===== src/rtl/uart_pkg.sv =====
// Shared constants and types for the UART receive path.
package uart_pkg;
  localparam int UART_BYTE_W        = 8;
  localparam int CLK_HZ             = 27_000_000;
  localparam int BAUD               = 115200;
  localparam int UART_DELAY_FRAMES  = CLK_HZ / BAUD;
  localparam int UART_RX_FIFO_DEPTH = 16;

  typedef logic [UART_BYTE_W-1:0] uart_byte_t;
endpackage


===== src/rtl/sync_fifo_mem.sv =====
// DEPTH x byte dual-port register array: synchronous write, synchronous read.
// Only the read register is reset; the array itself holds whatever was written.
module sync_fifo_mem
  import uart_pkg::*;
#(
  parameter  int DEPTH = UART_RX_FIFO_DEPTH,
  localparam int AW    = $clog2(DEPTH)
) (
  input  logic          clk,
  input  logic          rst_n,
  input  logic          we_i,
  input  logic [AW-1:0] waddr_i,
  input  uart_byte_t    wdata_i,
  input  logic          re_i,
  input  logic [AW-1:0] raddr_i,
  output uart_byte_t    rdata_o
);

  uart_byte_t mem_q [DEPTH];
  uart_byte_t rdata_q;

  always_ff @(posedge clk) begin
    if (we_i) mem_q[waddr_i] <= wdata_i;
  end

  // Read-before-write: a same-address write this cycle is not seen until next read.
  always_ff @(posedge clk or negedge rst_n) begin
    if (!rst_n)    rdata_q <= '0;
    else if (re_i) rdata_q <= mem_q[raddr_i];
  end

  assign rdata_o = rdata_q;

endmodule


===== src/rtl/uart_rx_fifo.sv =====
// Receive FIFO behind the UART receiver: edge-detected byte capture, pop
// handshake, occupancy flags and a sticky overrun flag. DEPTH must be a power of two >= 2.
module uart_rx_fifo
  import uart_pkg::*;
#(
  parameter  int DEPTH = UART_RX_FIFO_DEPTH,
  localparam int AW    = $clog2(DEPTH)
) (
  input  logic                   clk,
  input  logic                   rst_n,
  input  logic [UART_BYTE_W-1:0] byte_in,
  input  logic                   byte_valid,
  input  logic                   rd_en,
  input  logic                   clr_ovr,
  output logic [UART_BYTE_W-1:0] rd_data,
  output logic                   rd_valid,
  output logic                   empty,
  output logic                   full,
  output logic [AW:0]            count,
  output logic                   overrun
);

  localparam logic [AW:0]   FULL_CNT = (AW+1)'(DEPTH);
  localparam logic [AW:0]   CNT_ONE  = (AW+1)'(1);
  localparam logic [AW-1:0] PTR_ONE  = AW'(1);

  logic          valid_q;
  logic [AW-1:0] wr_ptr_q, wr_ptr_d;
  logic [AW-1:0] rd_ptr_q, rd_ptr_d;
  logic [AW:0]   count_q, count_d;
  logic          rd_valid_q;
  logic          ovr_q, ovr_d;

  logic push, pop, wr_en, drop;

  // A held strobe level counts once: only the rising edge pushes.
  assign push  = byte_valid & ~valid_q;
  assign empty = (count_q == '0);
  assign full  = (count_q == FULL_CNT);
  assign pop   = rd_en & ~empty;
  assign wr_en = push & (~full | pop);
  assign drop  = push & full & ~pop;

  always_comb begin
    wr_ptr_d = wr_en ? wr_ptr_q + PTR_ONE : wr_ptr_q;
    rd_ptr_d = pop   ? rd_ptr_q + PTR_ONE : rd_ptr_q;
    count_d  = count_q;
    if (wr_en && !pop)      count_d = count_q + CNT_ONE;
    else if (!wr_en && pop) count_d = count_q - CNT_ONE;
    // A dropped byte in the same cycle as a clear keeps the flag set.
    ovr_d = drop | (ovr_q & ~clr_ovr);
  end

  always_ff @(posedge clk or negedge rst_n) begin
    if (!rst_n) begin
      valid_q    <= 1'b0;
      wr_ptr_q   <= '0;
      rd_ptr_q   <= '0;
      count_q    <= '0;
      rd_valid_q <= 1'b0;
      ovr_q      <= 1'b0;
    end else begin
      valid_q    <= byte_valid;
      wr_ptr_q   <= wr_ptr_d;
      rd_ptr_q   <= rd_ptr_d;
      count_q    <= count_d;
      rd_valid_q <= pop;
      ovr_q      <= ovr_d;
    end
  end

  sync_fifo_mem #(.DEPTH(DEPTH)) u_mem (
    .clk     (clk),
    .rst_n   (rst_n),
    .we_i    (wr_en),
    .waddr_i (wr_ptr_q),
    .wdata_i (byte_in),
    .re_i    (pop),
    .raddr_i (rd_ptr_q),
    .rdata_o (rd_data)
  );

  assign rd_valid = rd_valid_q;
  assign count    = count_q;
  assign overrun  = ovr_q;

endmodule


===== config.mk =====
export PLATFORM = sky130hd
export DESIGN_NAME = uart_rx_fifo
export DESIGN_NICKNAME = d
export VERILOG_FILES = /design/src/rtl/uart_pkg.sv /design/src/rtl/sync_fifo_mem.sv /design/src/rtl/uart_rx_fifo.sv
export SDC_FILE = /design/constraint.sdc
export NUM_CORES = 1
export LEC_CHECK = 0
export ABC_AREA = 1
export ABC_CLOCK_PERIOD_IN_PS = 5100
export CAP_MARGIN = 20
export CELL_PAD_IN_SITES_DETAIL_PLACEMENT = 1
export CELL_PAD_IN_SITES_GLOBAL_PLACEMENT = 1
export CORE_ASPECT_RATIO = 1.1
export CORE_MARGIN = 3
export CORE_UTILIZATION = 51
export CTS_CLUSTER_SIZE = 12
export DETAILED_ROUTE_END_ITERATION = 7
export GPL_ROUTABILITY_DRIVEN = 0
export PLACE_DENSITY = 0.81
export SYNTH_ARGS = -nofsm -noshare
export SYNTH_HDL_FRONTEND = slang
export SYNTH_SLANG_ARGS = --single-unit

===== constraint.sdc =====
create_clock -name clk -period 5.1 [get_ports clk]
set_input_delay 0.765 -clock clk [delete_from_list [all_inputs] [get_ports clk]]
set_output_delay 0.765 -clock clk [all_outputs]
set_load 0.02 [all_outputs]

==> run_results.csv, run 1 <==
group,metric,value,unit
synth,yosysTopAreaCellShare,56.9,%
clock_tree,cts_tree,"done",
critical_path,r2r-end,"count[4]",
synth,syn_area,6760,um2
critical_path,r2r-start,"count[1]",
synth,synth_edf_count,128,
synth,ys_seq_area_share,65.8,%
synth,synth-main-ff-cell,"edfxtp_1",
floorplan,die_width,116,um
synth,netlist_top_cells_area,"edfxtp_1 57%, nand2_1 12%, dfrtp_1 8.9%, nand3_1 7.3%, inv_1 6.4%",
finish,diodes,0,
critical_path,critical_path.max_stage_delay,480,ps
synth,avgSynthCellArea,10.1,um2
timing,hold_violations,0,
critical_path,path_max_fanout,19,
worst_hold_path,hold_path_depth,2,
finish,syn2layout_area_growth,15.4,%
detailed_routing,route.vias.total,4824,
detailed_routing,wire_per_inst,20.9,um
clock_tree,clkSinkCount,152,
critical_path,cp-start-kind,"input pin",
finish,fin_cells,874,
finish,fin_nets,727,
detailed_routing,via_per_inst,5.52,
critical_path,critical-path-top-delay-family,"buffers and inverters",
timing,fin_skew,8.90,ps
clock_tree,cts_hold_buf,0,
finish,layout-drive-gt1-share,6.28,%
timing,period_share,59.6,%
detailed_routing,post-route-drc-count,0,
pwr,ir_drop,0.304,mV
global_route,gr-total-overflow,0,
critical_path,path_buf_inv,4,
floorplan,start_util,52.8,%
synth,yosys_warnings,0,
placement,dp.cells,829,
clock_tree,path_clk_slew,50,ps
synth,netlist_top_cells_count,"214 x nand2_1, 128 x edfxtp_1, 115 x inv_1",
timing,max_clock_freq,0.329,GHz
clock_tree,cts_max_level,4,
clock_tree,clockBufferDepth,2,
critical_path,path_cells,"clkdlybuf4s50_1 -> inv_1 -> nor2_1 -> nand2_2 -> inv_2 -> ha_1 -> inv_1 -> fa_1 -> a21oi_1 -> nor2_1 -> nor2_1 -> xor2_1 -> nand2_1 -> nand2_1",
timing,setup_viol,0,
detailed_routing,drt_iter0_markers,464,
clock_tree,cts_resized,0,
critical_path,crit_type,"input pin to flop",
placement,hpwl,11500,um
critical_path,crit_path_frequent_cell,"nor2_1",
synth,yosysMostFrequentCell,"nand2_1",
timing,min_period,3040,ps
pwr,p_per_area,557,nW/um2
critical_path,end_kind,"flop",
synth,synth_top_cell_by_area,"edfxtp_1",
critical_path,ff2ff_path_depth,15,
detailed_routing,finalWirelength,18200,um
floorplan,die_area,14700,um2
clock_tree,post_cts_buffers,0,
timing,finalSetupTns,0,ps
synth,synth_cell_types,24,
worst_hold_path,min_to,"u_mem.rdata_o[4]",
timing,relSlewSlack,26.0,%
synth,synth_nets,692,
synth,synth_seq_cells,152,
clock_tree,clkLatencyLatePin,430,ps
timing,tightest_slew,1100,ps
critical_path,regToRegSetupSlack,2290,ps
floorplan,rows,43,
worst_hold_path,min_path_type,"flop to flop",
global_route,grt_max_degree,68,
clock_tree,cts_buffers,17,
critical_path,critPathArrivalTime,3400,ps
synth,async_reset_ff_share,15.8,%
finish,ff_latch_area,4450,um2
worst_hold_path,hp-start,"u_mem.rdata_o[4]",
finish,fill_cells,1399,
pwr,p_leak,3.41,nW
synth,synth_cells,669,
global_route,grt_pass1_vias,5046,
detailed_routing,postRouteAntennaNets,0,
floorplan,io_pins,30,
critical_path,crit_slowest_cell,"clkdlybuf4s50_1",
global_route,grt_pass1_wl,27600,um
placement,port_buffers,29,
floorplan,core,12800,um2
floorplan,die_y,127,um
run_status,status,"finished, final reports clean",
global_route,track_usage,26.0,%
detailed_routing,first_pass_iters,5,
timing,rsz0062_at_grt,"no",
critical_path,worstSetupPathDepth,14,
critical_path,required,5470,ps
global_route,antenna_found_initial,0,
job,cap_violations,0,
finish,multi_input_area,1700,um2
clock_tree,root_buffer,"clkbuf_16",
timing,slew_viol_final,0,
## placed cells by master, fill, tap and decap left out, drive strengths merged
| cell type | n |
|---|---|
| a21boi | 1 |
| a21oi | 2 |
| a31oi | 1 |
| buf | 11 |
| clkbuf | 35 |
| clkdlybuf4s50 | 29 |
| clkinv | 3 |
| dfrtp | 24 |
| edfxtp | 128 |
| fa | 1 |
| ha | 9 |
| inv | 117 |
| nand2 | 215 |
| nand3 | 99 |
| nor2 | 10 |
| nor3 | 16 |
| o21ai | 7 |
| xnor2 | 1 |
| xor2 | 8 |
## per-layer routing
| layer | track usage [%] | share of wire, % | routed length (um) | vias to the layer above |
|---|---|---|---|---|
| li1 | - | - | - | 2218 |
| met1 | 31.0 | 40 | 7210 | 2378 |
| met2 | 44.6 | 51 | 9370 | 175 |
| met3 | 5.73 | 5.0 | 912 | 53 |
| met4 | 12.3 | 4.0 | 736 | 0 |
| met5 | 0 | 0 | 0 | - |
## registers in the layout (all words and copies together), names as in the netlist
| signal | flops |
|---|---|
| u_mem.rdata_o | 8 |
| rd_ptr_q | 4 |
| overrun | 1 |
| wr_ptr_q | 4 |
| valid_q | 1 |
| u_mem.mem_q | 128 |
| rd_valid | 1 |
| count | 5 |
## per-stage QoR
| step | setup slack [ps] | util, % | instance area [um2] | hold WS [ps] | total power, mW |
|---|---|---|---|---|---|
| 2_1_floorplan | 2550 | - | 6760 | 469 | 2.60 |
| 3_3_place_gp | 1810 | 55.4 | 7090 | 468 | 3.01 |
| 3_5_place_dp | 1650 | 55.4 | 7090 | 477 | 3.08 |
| 4_1_cts | 1980 | 59.8 | 7660 | 493 | 4.29 |
| 5_1_grt | 1850 | 60.9 | 7800 | 519 | 4.59 |
| 6_report | 2060 | 60.9 | 7800 | 487 | 4.34 |
## worst register-to-register path, delay by kind of cell, from the launching register on
family	cells	cell delay, ps
fa+ha+maj	2	540
compound gates	1	140
simple gates	9	1190
flops	1	450
buf+inv	2	280
xor+xnor	1	170
## layout make-up
cell class / count / share of cell area, %
Inverter: 119 / 5.73
Sequential cell: 152 / 57.0
Tap cell: 157 / 2.52
Multi-Input combinational cell: 370 / 21.8
Timing Repair Buffer: 44 / 5.68
Clock inverter: 1 / 0.0642
Clock buffer: 31 / 7.19
## power breakdown
group | internal, mW | switching (mW)
clock | 0.732 | 0.453
combinational | 0.505 | 1.03
sequential | 1.49 | 0.134
total | 2.72 | 1.62
## cell families (layout without fill, tap and decap cells)
kind of cell / after synthesis / count (layout) / synth area share, %
buffers and inverters: 147 / 195 / 9.09
adder cells (fa/ha/maj): 10 / 10 / 1.96
AND/OR/NAND/NOR: 340 / 340 / 21.1
AO/OA/AOI/OAI: 11 / 11 / 0.926
flip-flops: 152 / 152 / 65.8
XOR/XNOR: 9 / 9 / 1.17
## worst max path at each step
stage | startpoint | to | slack [ps]
2_1_floorplan | count[1] | count[4] | 2550
3_3_place_gp | byte_valid | count[4] | 1810
3_5_place_dp | byte_valid | count[4] | 1650
4_1_cts | rd_ptr_q[1] | u_mem.rdata_o[0] | 1980
5_1_grt | byte_valid | count[4] | 1850
6_report | byte_valid | count[4] | 2060
Power figures use the tool's default switching activity.
==> run 2, diff against run 1 <==
ABC_CLOCK_PERIOD_IN_PS = 2800   (was 5100)
CORE_UTILIZATION = 48   (was 51)
PLACE_DENSITY = 0.77   (was 0.81)
clock period = 2.8 ns   (was 5.1 ns; I/O delays follow)
==> run 2 against run 1 <==
  * Count of clock-buffer cells in the layout decreased by 4
  * Combinational power increased by 77%
  * Worst hold slack got worse by 120 ps
  * Highest routed layer unchanged
  * Critical endpoint unchanged
==> run_results.csv, run 2 (same netlist as run 1, synthesis figures left out) <==
group,metric,value,unit
critical_path,critPathArrivalTime,2820,ps
finish,fin_cells,914,
clock_tree,cts_hold_buf,0,
clock_tree,post_cts_buffers,0,
timing,tightest_slew,779,ps
detailed_routing,first_pass_iters,4,
clock_tree,clkSinkCount,152,
floorplan,core,13500,um2
finish,fin_nets,740,
finish,final_common_cell,"nand2_1",
timing,min_period,2460,ps
pwr,p_leak,3.45,nW
timing,fin_skew,9.23,ps
floorplan,die_area,15500,um2
critical_path,path_cells,"nor2_1 -> nand2_1 -> nor2_1 -> inv_1 -> nand2_1 -> ha_1 -> inv_1 -> fa_1 -> a21oi_1 -> nor2_1 -> nor2_1 -> xor2_1 -> nand2_1 -> nand2_1",
global_route,grt_pass1_wl,27600,um
pwr,p_per_area,994,nW/um2
timing,rsz0062_at_grt,"no",
placement,port_buffers,29,
global_route,gr-total-overflow,0,
timing,relSlewSlack,48.0,%
finish,layout-drive-gt1-share,7.95,%
timing,slew_viol_final,0,
clock_tree,clockBufferDepth,2,
placement,dp.cells,882,
timing,period_share,87.7,%
detailed_routing,finalWirelength,17500,um
critical_path,cp-start-kind,"flop",
global_route,track_usage,23.9,%
critical_path,required,3160,ps
detailed_routing,via_per_inst,5.22,
detailed_routing,drt_iter0_markers,311,
detailed_routing,route.vias.total,4770,
detailed_routing,postRouteAntennaNets,0,
detailed_routing,wire_per_inst,19.1,um
finish,diodes,0,
critical_path,ff2ff_path_depth,14,
critical_path,crit_path_start,"count[1]",
timing,max_clock_freq,0.407,GHz
clock_tree,cts_max_level,4,
critical_path,crit_type,"flop to flop",
global_route,antenna_found_initial,0,
critical_path,crit_slowest_cell,"dfrtp_1",
finish,syn2layout_area_growth,16.5,%
floorplan,start_util,50.1,%
finish,fin_area,7870,um2
placement,place_ws,107,ps
finish,largest_reg_flops,128,
critical_path,end_kind,"flop",
job,cap_violations,0,
timing,timing.final.ws_setup,344,ps
timing,hold_violations,0,
finish,regMostFlops,"u_mem.mem_q",
pwr,ir_drop,0.550,mV
clock_tree,path_clk_slew,60,ps
floorplan,rows,44,
clock_tree,cts_buffers,17,
timing,setup_viol,0,
clock_tree,cts_tree,"done",
worst_hold_path,min_path_type,"input pin to asynchronous set/reset pin",
clock_tree,cts_resized,0,
floorplan,io_pins,30,
floorplan,die_width,119,um
floorplan,die_y,130,um
finish,mostFrequentLayoutCells,"214 x nand2_1, 128 x edfxtp_1, 115 x inv_1",
timing,finalSetupTns,0,ps
critical_path,path_max_fanout,5,
critical_path,critical_path.max_stage_delay,450,ps
run_status,status,"finished, final reports clean",
clock_tree,clkLatencyLatePin,420,ps
clock_tree,root_buffer,"clkbuf_16",
critical_path,r2r-start,"count[1]",
global_route,grt_max_degree,35,
detailed_routing,post-route-drc-count,0,
global_route,grt_pass1_vias,5246,
placement,placedInstanceArea,7320,um2
placement,hpwl,11400,um
-- run 2: final timing paths --
path                                    end  slack, ps
hold / removal                      valid_q        370
setup reg to reg                   count[4]        340
min in group clk                    valid_q        470
hold reg to reg            u_mem.rdata_o[0]        480
setup / recovery                   count[4]        340
max in group asynchronous       rd_ptr_q[0]       2150
-- run 2: power breakdown --
group          switching [mW]  total [mW]  leakage, nW  internal, mW
clock                   0.829        2.14        0.270          1.31
sequential              0.246        2.95         1.44          2.71
combinational            1.83        2.73         1.74         0.902
-- run 2: stage by stage --
stage	util (%)	hold WS [ps]	power (mW)
2_1_floorplan	-	124	4.73
3_3_place_gp	54.3	466	5.51
3_5_place_dp	54.3	471	5.69
4_1_cts	58.4	361	7.88
5_1_grt	58.4	370	8.29
6_report	58.4	366	7.82
-- run 2: critical path, delay by kind of cell (launching register included) --
| family | cells | cell delay (ps) |
|---|---|---|
| AND/OR/NAND/NOR | 8 | 800 |
| flip-flops | 1 | 450 |
| buffers and inverters | 2 | 190 |
| AO/OA/AOI/OAI | 1 | 160 |
| adder cells (fa/ha/maj) | 2 | 630 |
| XOR/XNOR | 1 | 160 |
-- run 2: metal layers --
layer	global-route usage, %	vias up	share of wire [%]
met3	4.99	40	3.9
met1	26.5	2371	39
met4	12.3	0	3.5
met5	0	-	0
met2	43.7	106	53
li1	-	2253	-
-- run 2: final cells by class --
cell class	instances	area (um2)
clock buffers	27	503
well taps	184	230
inverters	119	447
multi-input cells	370	1700
repair buffers	57	500
clock inverters	5	47.5
flip-flops and latches	152	4450
fillers	1479	5620
